File: config.mk
export PLATFORM = sky130hd
export DESIGN_NAME = product_accumulator_flat
export DESIGN_NICKNAME = d
export VERILOG_FILES = /design/src/rtl/product_accumulator_if.sv /design/src/rtl/product_accumulator.sv /design/src/flat_wrapper.sv
export SDC_FILE = /design/constraint.sdc
export NUM_CORES = 1
export LEC_CHECK = 0
export CORE_ASPECT_RATIO = 0.8
export CORE_MARGIN = 4
export CORE_UTILIZATION = 51
export CTS_CLUSTER_SIZE = 10
export DETAILED_ROUTE_END_ITERATION = 12
export PLACE_DENSITY = 0.84
export SLEW_MARGIN = 5
export SYNTH_ARGS = -nofsm -noshare
export SYNTH_HDL_FRONTEND = slang
export SYNTH_SLANG_ARGS = --single-unit
File: constraint.sdc
create_clock -name clk -period 2.35 [get_ports clk]
set_input_delay 0.47 -clock clk [delete_from_list [all_inputs] [get_ports clk]]
set_output_delay 0.47 -clock clk [all_outputs]
set_load 0.1 [all_outputs]
File: src/rtl/product_accumulator_if.sv
// Handshake bundle between the multiplier-side producer, the product
// accumulator and the downstream consumer of frame sums.
interface product_accumulator_if #(
  parameter int PROD_W = 8,
  parameter int ACC_W  = 16
);
  logic [PROD_W-1:0] prod;
  logic              in_valid;
  logic              in_ready;
  logic              out_valid;
  logic              out_ready;
  logic [ACC_W-1:0]  acc_out;
  logic              out_overflow;

  // Environment side: supplies products and consumes frame sums.
  modport master (
    output prod, in_valid, out_ready,
    input  in_ready, out_valid, acc_out, out_overflow
  );

  // Accumulator side.
  modport slave (
    input  prod, in_valid, out_ready,
    output in_ready, out_valid, acc_out, out_overflow
  );
endinterface

File: src/rtl/product_accumulator.sv
// Frame-based accumulator for the 4x4 multiplier: sums FRAME_LEN accepted
// products, then holds the sum and a sticky overflow flag on an output
// handshake until the consumer takes it.
module product_accumulator #(
  parameter int PROD_W    = 8,
  parameter int ACC_W     = 16,
  parameter int FRAME_LEN = 4,
  parameter int CNT_W     = 8
) (
  input  logic                  clk,
  input  logic                  rst_n,
  product_accumulator_if.slave  bus,
  input  logic                  clear,
  output logic                  busy
);

  typedef enum logic [1:0] {
    IDLE  = 2'd0,
    ACCUM = 2'd1,
    DONE  = 2'd2
  } state_t;

  localparam int               SUM_W    = ACC_W + 1;
  localparam logic [CNT_W-1:0] LAST_IDX = CNT_W'(FRAME_LEN - 1);

  state_t             state_q, state_d;
  logic [ACC_W-1:0]   acc_q, acc_d;
  logic               ovf_q, ovf_d;
  logic [CNT_W-1:0]   cnt_q, cnt_d;
  logic [SUM_W-1:0]   sum;
  logic               accept;

  // State register and datapath registers; reset clears any partial frame.
  // NOTE: sequential state uses non-blocking assignments so every register
  // samples the pre-edge values regardless of statement order.
  always_ff @(posedge clk or negedge rst_n) begin
    if (!rst_n) begin
      state_q <= IDLE;
      acc_q   <= '0;
      ovf_q   <= 1'b0;
      cnt_q   <= '0;
    end else begin
      state_q <= state_d;
      acc_q   <= acc_d;
      ovf_q   <= ovf_d;
      cnt_q   <= cnt_d;
    end
  end

  // Next-state, accumulate and output decode.
  // NOTE: every signal written here gets a default first, so no path leaves
  // one unassigned and no latch is inferred.
  always_comb begin
    state_d          = state_q;
    acc_d            = acc_q;
    ovf_d            = ovf_q;
    cnt_d            = cnt_q;
    accept           = bus.in_valid && (state_q != DONE);
    // Extra top bit captures the carry out of the accumulator.
    sum              = {1'b0, acc_q} + SUM_W'(bus.prod);

    bus.in_ready     = (state_q != DONE);
    bus.out_valid    = (state_q == DONE);
    busy             = (state_q == ACCUM);
    bus.acc_out      = acc_q;
    bus.out_overflow = ovf_q;

    if (clear) begin
      // Abort wins over both accept and output handshake.
      state_d = IDLE;
      acc_d   = '0;
      ovf_d   = 1'b0;
      cnt_d   = '0;
    end else begin
      unique case (state_q)
        IDLE, ACCUM: begin
          // prod only reaches the registers on an accept, so an undriven
          // bus while in_valid is low never leaks into the sum.
          if (accept) begin
            acc_d   = sum[ACC_W-1:0];
            ovf_d   = ovf_q | sum[ACC_W];
            cnt_d   = cnt_q + 1'b1;
            state_d = (cnt_q == LAST_IDX) ? DONE : ACCUM;
          end
        end
        DONE: begin
          if (bus.out_ready) begin
            state_d = IDLE;
            acc_d   = '0;
            ovf_d   = 1'b0;
            cnt_d   = '0;
          end
        end
        default: begin
          state_d = IDLE;
          acc_d   = '0;
          ovf_d   = 1'b0;
          cnt_d   = '0;
        end
      endcase
    end
  end

endmodule

File: src/flat_wrapper.sv
// flat-port wrapper written by rule: the top's interface ports become plain ports
module product_accumulator_flat 
#(
  parameter int PROD_W    = 8,
  parameter int ACC_W     = 16,
  parameter int FRAME_LEN = 4,
  parameter int CNT_W     = 8
)
  (clk, rst_n, clear, busy, bus_prod, bus_in_valid, bus_out_ready, bus_in_ready, bus_out_valid, bus_acc_out, bus_out_overflow);
  product_accumulator_if #(.PROD_W(PROD_W), .ACC_W(ACC_W)) bus_i ();
  input  logic clk;
  input  logic rst_n;
  input  logic clear;
  output logic busy;
  input wire logic [$bits(bus_i.prod)-1:0] bus_prod;
  input wire logic [$bits(bus_i.in_valid)-1:0] bus_in_valid;
  input wire logic [$bits(bus_i.out_ready)-1:0] bus_out_ready;
  output wire logic [$bits(bus_i.in_ready)-1:0] bus_in_ready;
  output wire logic [$bits(bus_i.out_valid)-1:0] bus_out_valid;
  output wire logic [$bits(bus_i.acc_out)-1:0] bus_acc_out;
  output wire logic [$bits(bus_i.out_overflow)-1:0] bus_out_overflow;
  assign bus_i.prod = bus_prod;
  assign bus_i.in_valid = bus_in_valid;
  assign bus_i.out_ready = bus_out_ready;
  assign bus_in_ready = bus_i.in_ready;
  assign bus_out_valid = bus_i.out_valid;
  assign bus_acc_out = bus_i.acc_out;
  assign bus_out_overflow = bus_i.out_overflow;
  product_accumulator #(.PROD_W(PROD_W), .ACC_W(ACC_W), .FRAME_LEN(FRAME_LEN), .CNT_W(CNT_W)) u_core (.clk(clk), .rst_n(rst_n), .bus(bus_i), .clear(clear), .busy(busy));
endmodule
==> flow_metrics.py, run 1 <==
metrics = {
    "worst_hold_path": {
        "min-delay-path-class": "flop to flop",
        "hold_depth": 2,
    },
    "timing": {
        "tightest_slew_ns": 0.352,
        "setup_ws_ns": 0.0679,
        "post-route-min-period_ns": 2.28,
        "hold_viol_final": 0,
        "slew_viol_final": 0,
        "fmax_mhz": 438,
        "relSlewSlack_pct": 76.5,
        "rsz0062_at_grt": "no",
        "fin_skew_ns": 0.0114,
        "hold_ws_ns": 0.495,
        "finalSetupTns_ns": 0,
        "finalSetupViolations": 0,
        "fin_crit_sh_pct": 97.1,
    },
    "placed_design": {
        "hpwl_mm": 3.11,
        "gp_congestion": 0.923,
        "io_buffers": 32,
        "dp_cells": 261,
        "pre_cts_slack_ns": -0.269,
    },
    "drt": {
        "via_per_inst": 5.79,
        "drt_iter0_markers": 91,
        "ant_nets": 0,
        "drc": 0,
        "wire_per_inst_um": 15.4,
        "dr_total_vias": 1535,
        "totalWireLength_mm": 4.09,
        "dr.pass1.iters": 4,
    },
    "grt": {
        "grt_max_degree": 28,
        "grt_pass1_wl_mm": 6.87,
        "gr-total-overflow": 0,
        "track_usage_pct": 20.6,
        "antenna_found_initial": 0,
        "grt_pass1_vias": 1529,
    },
    "setup_path": {
        "start_kind": "primary input",
        "end_kind": "flop",
        "r2r_cells": 8,
        "cp.arrival_ns": 2.50,
        "crit_required_ns": 2.56,
        "crit_path_max_fanout": 4,
        "critical_path_class": "primary input to flop",
    },
    "yosys": {
        "synth-compound-area-share_pct": 19.0,
        "syn_nets": 200,
        "synthAdderAreaFrac_pct": 8.15,
        "synth-simple-area-share_pct": 21.5,
        "yosysWarnings": 0,
        "yosysSeqAreaShare_pct": 41.5,
        "netlist_instances": 177,
        "ys.flop_type": "dfrtp_1",
        "synth_top_family_by_area": "simple AND/OR/NAND/NOR gates",
        "synth-seq-cells": 27,
        "synth_xor_xnor_area_share_pct": 5.92,
        "syn_area_sq_um": 1630,
        "synth_edf_count": 0,
        "synth.distinct_cells": 40,
        "syn_area_per_cell_sq_um": 9.19,
        "synth.mux.area_fraction_pct": 0.692,
        "async_flop_share_pct": 100,
    },
    "finish": {
        "num-nets-final": 249,
        "fin_cells": 265,
        "area_growth_syn_to_layout_pct": 30.6,
        "drive_above_1_share_pct": 24.9,
        "final_common_cell": "buf_4",
        "antenna-diode-count": 0,
        "fill_cells": 272,
        "mostFrequentLayoutCells": "buf_4, dfrtp_1, nand2_1, o21ai_0",
    },
    "clocking": {
        "numCtsBuffers": 3,
        "clk-insertion-delay-late_ns": 0.28,
        "cts-root-buf": "clkbuf_8",
        "h-tree-depth": 1,
        "cts_setup_buffers": 0,
        "cts_hold_buf": 0,
        "cts_tree": "yes",
        "clk_path_buf_depth": 2,
        "clock-sinks": 27,
        "clkSlewWorstSetupHoldPaths_ns": 0.10,
    },
    "power": {
        "pwr_density_cell_nw_per_um2": 936,
        "ir_drop_v": 0.000533,
        "p_leak_uw": 0.000965,
        "power_uw": 1990,
    },
    "floorplan": {
        "fp.dieW_um": 71.1,
        "fp.dieH_um": 58.5,
        "num_io_pins": 33,
        "initial_core_util_pct": 53.1,
        "core_sq_um": 3060,
        "rows": 18,
        "die_area_sq_um": 4160,
    },
    "run": {
        "max_cap_violations": 0,
    },
    "outcome": {
        "status": "completed",
    },
}
==> report_power, final <==
| group | total [uW] | switching (uW) | internal (uW) |
|---|---|---|---|
| combinational | 1120 | 761 | 355 |
| sequential | 603 | 67.8 | 535 |
| clock | 271 | 152 | 119 |
==> per-stage QoR <==
step / instance area [sq um] / util, %
3_5_place_dp: 2070 / 67.5
6_report: 2120 / 69.4
2_1_floorplan: 1650 / -
5_1_grt: 2120 / 69.4
4_1_cts: 2110 / 69.0
3_3_place_gp: 2070 / 67.5
==> layer usage <==
layer  GRT usage (%)  wire length [um]  vias to the layer above
li1                -                 -                      735
met1            25.7              1720                      721
met2            35.7              2020                       67
met3            4.78               265                       12
met4            6.43                88                        0
met5               0                 0                        -
==> synthesized netlist by cell type (3+ instances only) <==
| cell | instances | area, sq um |
|---|---|---|
| xor2_1 | 8 | 70.1 |
| a21oi_1 | 13 | 65.1 |
| or3_1 | 7 | 43.8 |
| xnor2_1 | 3 | 26.3 |
| nand3_1 | 7 | 35.0 |
| dfrtp_1 | 27 | 676 |
| nand4_1 | 3 | 18.8 |
| a21o_1 | 3 | 22.5 |
| o211ai_1 | 5 | 37.5 |
| nand2_1 | 18 | 67.6 |
| inv_1 | 7 | 26.3 |
| o31ai_1 | 5 | 37.5 |
| o21ai_0 | 15 | 75.1 |
| nor2_1 | 12 | 45.0 |
| ha_1 | 9 | 113 |
| or2_2 | 3 | 18.8 |
| nand2b_1 | 4 | 25.0 |
==> kinds of logic (layout without fill, tap and decap cells) <==
family | after synthesis | in the layout
and+or+nand+nor | 66 | 66
AOI/OAI and AO/OA | 50 | 50
DFF | 27 | 27
buffers and inverters | 12 | 60
xor gates and xnor gates | 11 | 11
adders and majority gates | 10 | 10
muxes | 1 | 1
==> path summary, 6_finish.rpt <==
check                                                   from                                  to  slack, ns
max                                              bus_prod[0]  u_core.bus.acc_out[14]$_DFFE_PN0P_       0.07
min                              u_core.cnt_q[1]$_DFFE_PN0P_         u_core.cnt_q[1]$_DFFE_PN0P_       0.50
max reg2reg                u_core.bus.acc_out[0]$_DFFE_PN0P_  u_core.bus.acc_out[14]$_DFFE_PN0P_       0.30
min reg2reg                      u_core.cnt_q[1]$_DFFE_PN0P_         u_core.cnt_q[1]$_DFFE_PN0P_       0.50
max in group asynchronous                              rst_n   u_core.bus.acc_out[1]$_DFFE_PN0P_       1.50
min in group asynchronous                              rst_n   u_core.bus.acc_out[3]$_DFFE_PN0P_       0.55
==> sequential cells by signal, summed over array words and instances, names as in the netlist <==
name and count:
u_core.bus.acc_out 16, u_core.cnt_q 8, u_core.state_q 2, u_core.bus.out_overflow 1
==> cell type report <==
class | instances | area, sq um | share of cell area, %
Clock buffer | 3 | 41.3 | 1.94
Sequential cell | 27 | 684 | 32.2
Inverter | 7 | 30.0 | 1.41
Tap cell | 40 | 50.0 | 2.36
Multi-Input combinational cell | 138 | 916 | 43.1
Clock inverter | 1 | 5.00 | 0.236
Timing Repair Buffer | 49 | 398 | 18.7
==> critical path: stages <==
cell	delay, ns
clkdlybuf4s50_1	0.46
ha_1	0.16
inv_1	0.05
fa_2	0.34
nand2b_4	0.15
a21oi_2	0.15
o211ai_1	0.16
or3_1	0.40
a21oi_1	0.15
==> repair_timing <==
item	in CTS	in global routing
pin swaps	1	2
endpoints found under the setup margin	1	2
resized for setup	0	2
Note: power is estimated with default switching activity, not from simulation.
==> inputs of run 2 (changes only) <==
--- a/config.mk
+++ b/config.mk
@@ -8,9 +8,10 @@
 export CORE_ASPECT_RATIO = 0.8
 export CORE_MARGIN = 4
 export CORE_UTILIZATION = 51
-export CTS_CLUSTER_SIZE = 10
+export CTS_CLUSTER_SIZE = 14
 export DETAILED_ROUTE_END_ITERATION = 12
 export PLACE_DENSITY = 0.84
+export RECOVER_POWER = 25
 export SLEW_MARGIN = 5
 export SYNTH_ARGS = -nofsm -noshare
 export SYNTH_HDL_FRONTEND = slang
==> run 2 against run 1 <==
  * Clock power is essentially flat
  * Combinational power is essentially flat
  * Non-clock buffer count is the same
  * Via count is the same
  * Largest cell class unchanged
  * Sequential cell count is the same
  * Critical path depth is the same
==> flow_metrics.py, run 2 (synthesized netlist as in run 1, its figures left out) <==
metrics = {
    "worst_hold_path": {
        "hold_depth": 2,
        "hold_path_startpoint": "u_core.cnt_q[1]$_DFFE_PN0P_",
        "min-delay-path-class": "flop to flop",
        "hold_end": "u_core.cnt_q[1]$_DFFE_PN0P_",
    },
    "floorplan": {
        "rows": 18,
        "die_area_sq_um": 4160,
        "num_io_pins": 33,
        "core_sq_um": 3060,
        "fp.dieH_um": 58.5,
        "fp.dieW_um": 71.1,
        "initial_core_util_pct": 53.1,
    },
    "timing": {
        "hold_viol_final": 0,
        "finalSetupTns_ns": 0,
        "tightest_slew_ns": 0.352,
        "fmax_mhz": 438,
        "fin_crit_sh_pct": 97.1,
        "post-route-min-period_ns": 2.28,
        "relSlewSlack_pct": 76.5,
        "fin_skew_ns": 0.0114,
        "rsz0062_at_grt": "no",
        "setup_ws_ns": 0.0679,
        "slew_viol_final": 0,
        "finalSetupViolations": 0,
    },
    "finish": {
        "multi_input_area_sq_um": 916,
        "area_growth_syn_to_layout_pct": 30.6,
        "final_common_cell": "buf_4",
        "register_area_sq_um": 684,
        "drive_above_1_share_pct": 24.9,
        "num-nets-final": 249,
        "antenna-diode-count": 0,
        "mostFrequentLayoutCells": "buf_4, dfrtp_1, nand2_1, o21ai_0",
        "largest_reg_flops": 16,
        "fin_cells": 265,
        "fill_cells": 272,
        "post-route-util_pct": 69.4,
    },
    "grt": {
        "antenna_found_initial": 0,
        "grt_pass1_wl_mm": 6.87,
        "track_usage_pct": 20.6,
        "gr-total-overflow": 0,
        "grt_max_degree": 28,
        "grt_pass1_vias": 1529,
    },
    "clocking": {
        "numCtsBuffers": 3,
        "clkSlewWorstSetupHoldPaths_ns": 0.10,
        "clock-sinks": 27,
        "h-tree-depth": 1,
        "cts_tree": "yes",
        "cts_setup_buffers": 0,
        "cts-root-buf": "clkbuf_8",
        "clk-insertion-delay-late_ns": 0.28,
        "clk_path_buf_depth": 2,
        "cts_hold_buf": 0,
    },
    "power": {
        "ir_drop_v": 0.000533,
        "p_leak_uw": 0.000966,
        "pwr_density_cell_nw_per_um2": 936,
    },
    "setup_path": {
        "start_kind": "primary input",
        "cp.arrival_ns": 2.50,
        "critPathBufInv": 2,
        "end_kind": "flop",
        "worst_path_max_delay_cell": "clkdlybuf4s50_1",
        "r2r-start": "u_core.bus.acc_out[0]$_DFFE_PN0P_",
        "rr_endpoint": "u_core.bus.acc_out[14]$_DFFE_PN0P_",
        "crit_chain": "clkdlybuf4s50_1 > ha_1 > inv_1 > fa_2 > nand2b_4 > a21oi_2 > o211ai_1 > or3_1 > a21oi_1",
        "critical_path_class": "primary input to flop",
        "path_delay_family": "simple AND/OR/NAND/NOR gates",
        "cp_slowest_stage_delay_ns": 0.46,
        "r2r_cells": 8,
        "crit_required_ns": 2.56,
        "crit_path_max_fanout": 4,
        "r2r_setup_slack_ns": 0.30,
    },
    "placed_design": {
        "gp_congestion": 0.923,
        "dp_cells": 261,
        "io_buffers": 32,
        "hpwl_mm": 3.11,
        "pre_cts_slack_ns": -0.269,
    },
    "drt": {
        "via_per_inst": 5.79,
        "ant_nets": 0,
        "dr.pass1.iters": 4,
        "wire_per_inst_um": 15.4,
        "drt_iter0_markers": 91,
        "drc": 0,
        "dr_total_vias": 1535,
        "totalWireLength_mm": 4.09,
    },
    "run": {
        "max_cap_violations": 0,
    },
    "outcome": {
        "status": "completed",
    },
}
==> run 2: changes by cell type in the layout (fill, tap and decap cells not counted) <==
cell	before	now
clkdlybuf4s50_1	12	11
dlygate4sd3_1	0	1
==> run 2: what timing repair did <==
action / 4_1_cts / 5_1_grt
endpoints found under the hold margin: 0 / 0
resized for setup: 0 / 2
pin swaps: 1 / 2
endpoints found under the setup margin: 1 / 2
==> run 2: layer usage <==
layer	GRT usage, %	part of all wire (%)	vias to the layer above
met2	35.7	49	67
met4	6.43	2.2	0
li1	-	-	735
met1	25.7	42	721
met3	4.78	6.5	12
met5	0	0	-
==> run 2: final cells by class <==
type,count,share of cell area [%]
multi-input combinational,138,43.1
sequential,27,32.2
timing repair buffer,49,18.7
tap,40,2.36
clock buffer,3,1.94
inverter,7,1.41
clock inverter,1,0.236
==> run 2: worst max-delay path by stage <==
stage | cells past startpoint | end | slack (ns) | from
after floorplan | 6 | u_core.bus.acc_out[14]$_DFFE_PN0P_ | -0.03 | u_core.bus.acc_out[7]$_DFFE_PN0P_
after detailed placement | 9 | u_core.bus.acc_out[12]$_DFFE_PN0P_ | -0.27 | bus_prod[0]
after global placement | 9 | u_core.bus.acc_out[14]$_DFFE_PN0P_ | -0.21 | bus_prod[0]
final | 9 | u_core.bus.acc_out[14]$_DFFE_PN0P_ | 0.07 | bus_prod[0]
after CTS | 9 | u_core.bus.acc_out[14]$_DFFE_PN0P_ | 0.02 | bus_prod[0]
after global routing | 8 | u_core.bus.acc_out[15]$_DFFE_PN0P_ | 0.01 | bus_prod[7]
==> run 2: stage by stage <==
stage / power [uW] / hold slack [ns] / cell area, sq um
final: 1990 / 0.495 / 2120
after global routing: 2100 / 0.543 / 2120
after CTS: 1980 / 0.503 / 2110
after detailed placement: 1720 / 0.483 / 2070
after global placement: 1680 / 0.476 / 2070
after floorplan: 1400 / 0.174 / 1650
==> run 2: worst reg2reg max path, cell delays in order, from the launching register on <==
cell,delay (ns)
dfrtp_4,0.43
ha_1,0.16
inv_1,0.05
fa_2,0.34
nand2b_4,0.15
a21oi_2,0.15
o211ai_1,0.16
or3_1,0.40
a21oi_1,0.15
==> run 2: report_power, final <==
part | total (uW) | leakage [uW] | internal (uW) | switching [uW]
clock | 271 | 0.0000255 | 119 | 152
combinational | 1120 | 0.000579 | 354 | 761
sequential | 603 | 0.000361 | 535 | 67.8
total | 1990 | 0.000966 | 1010 | 981
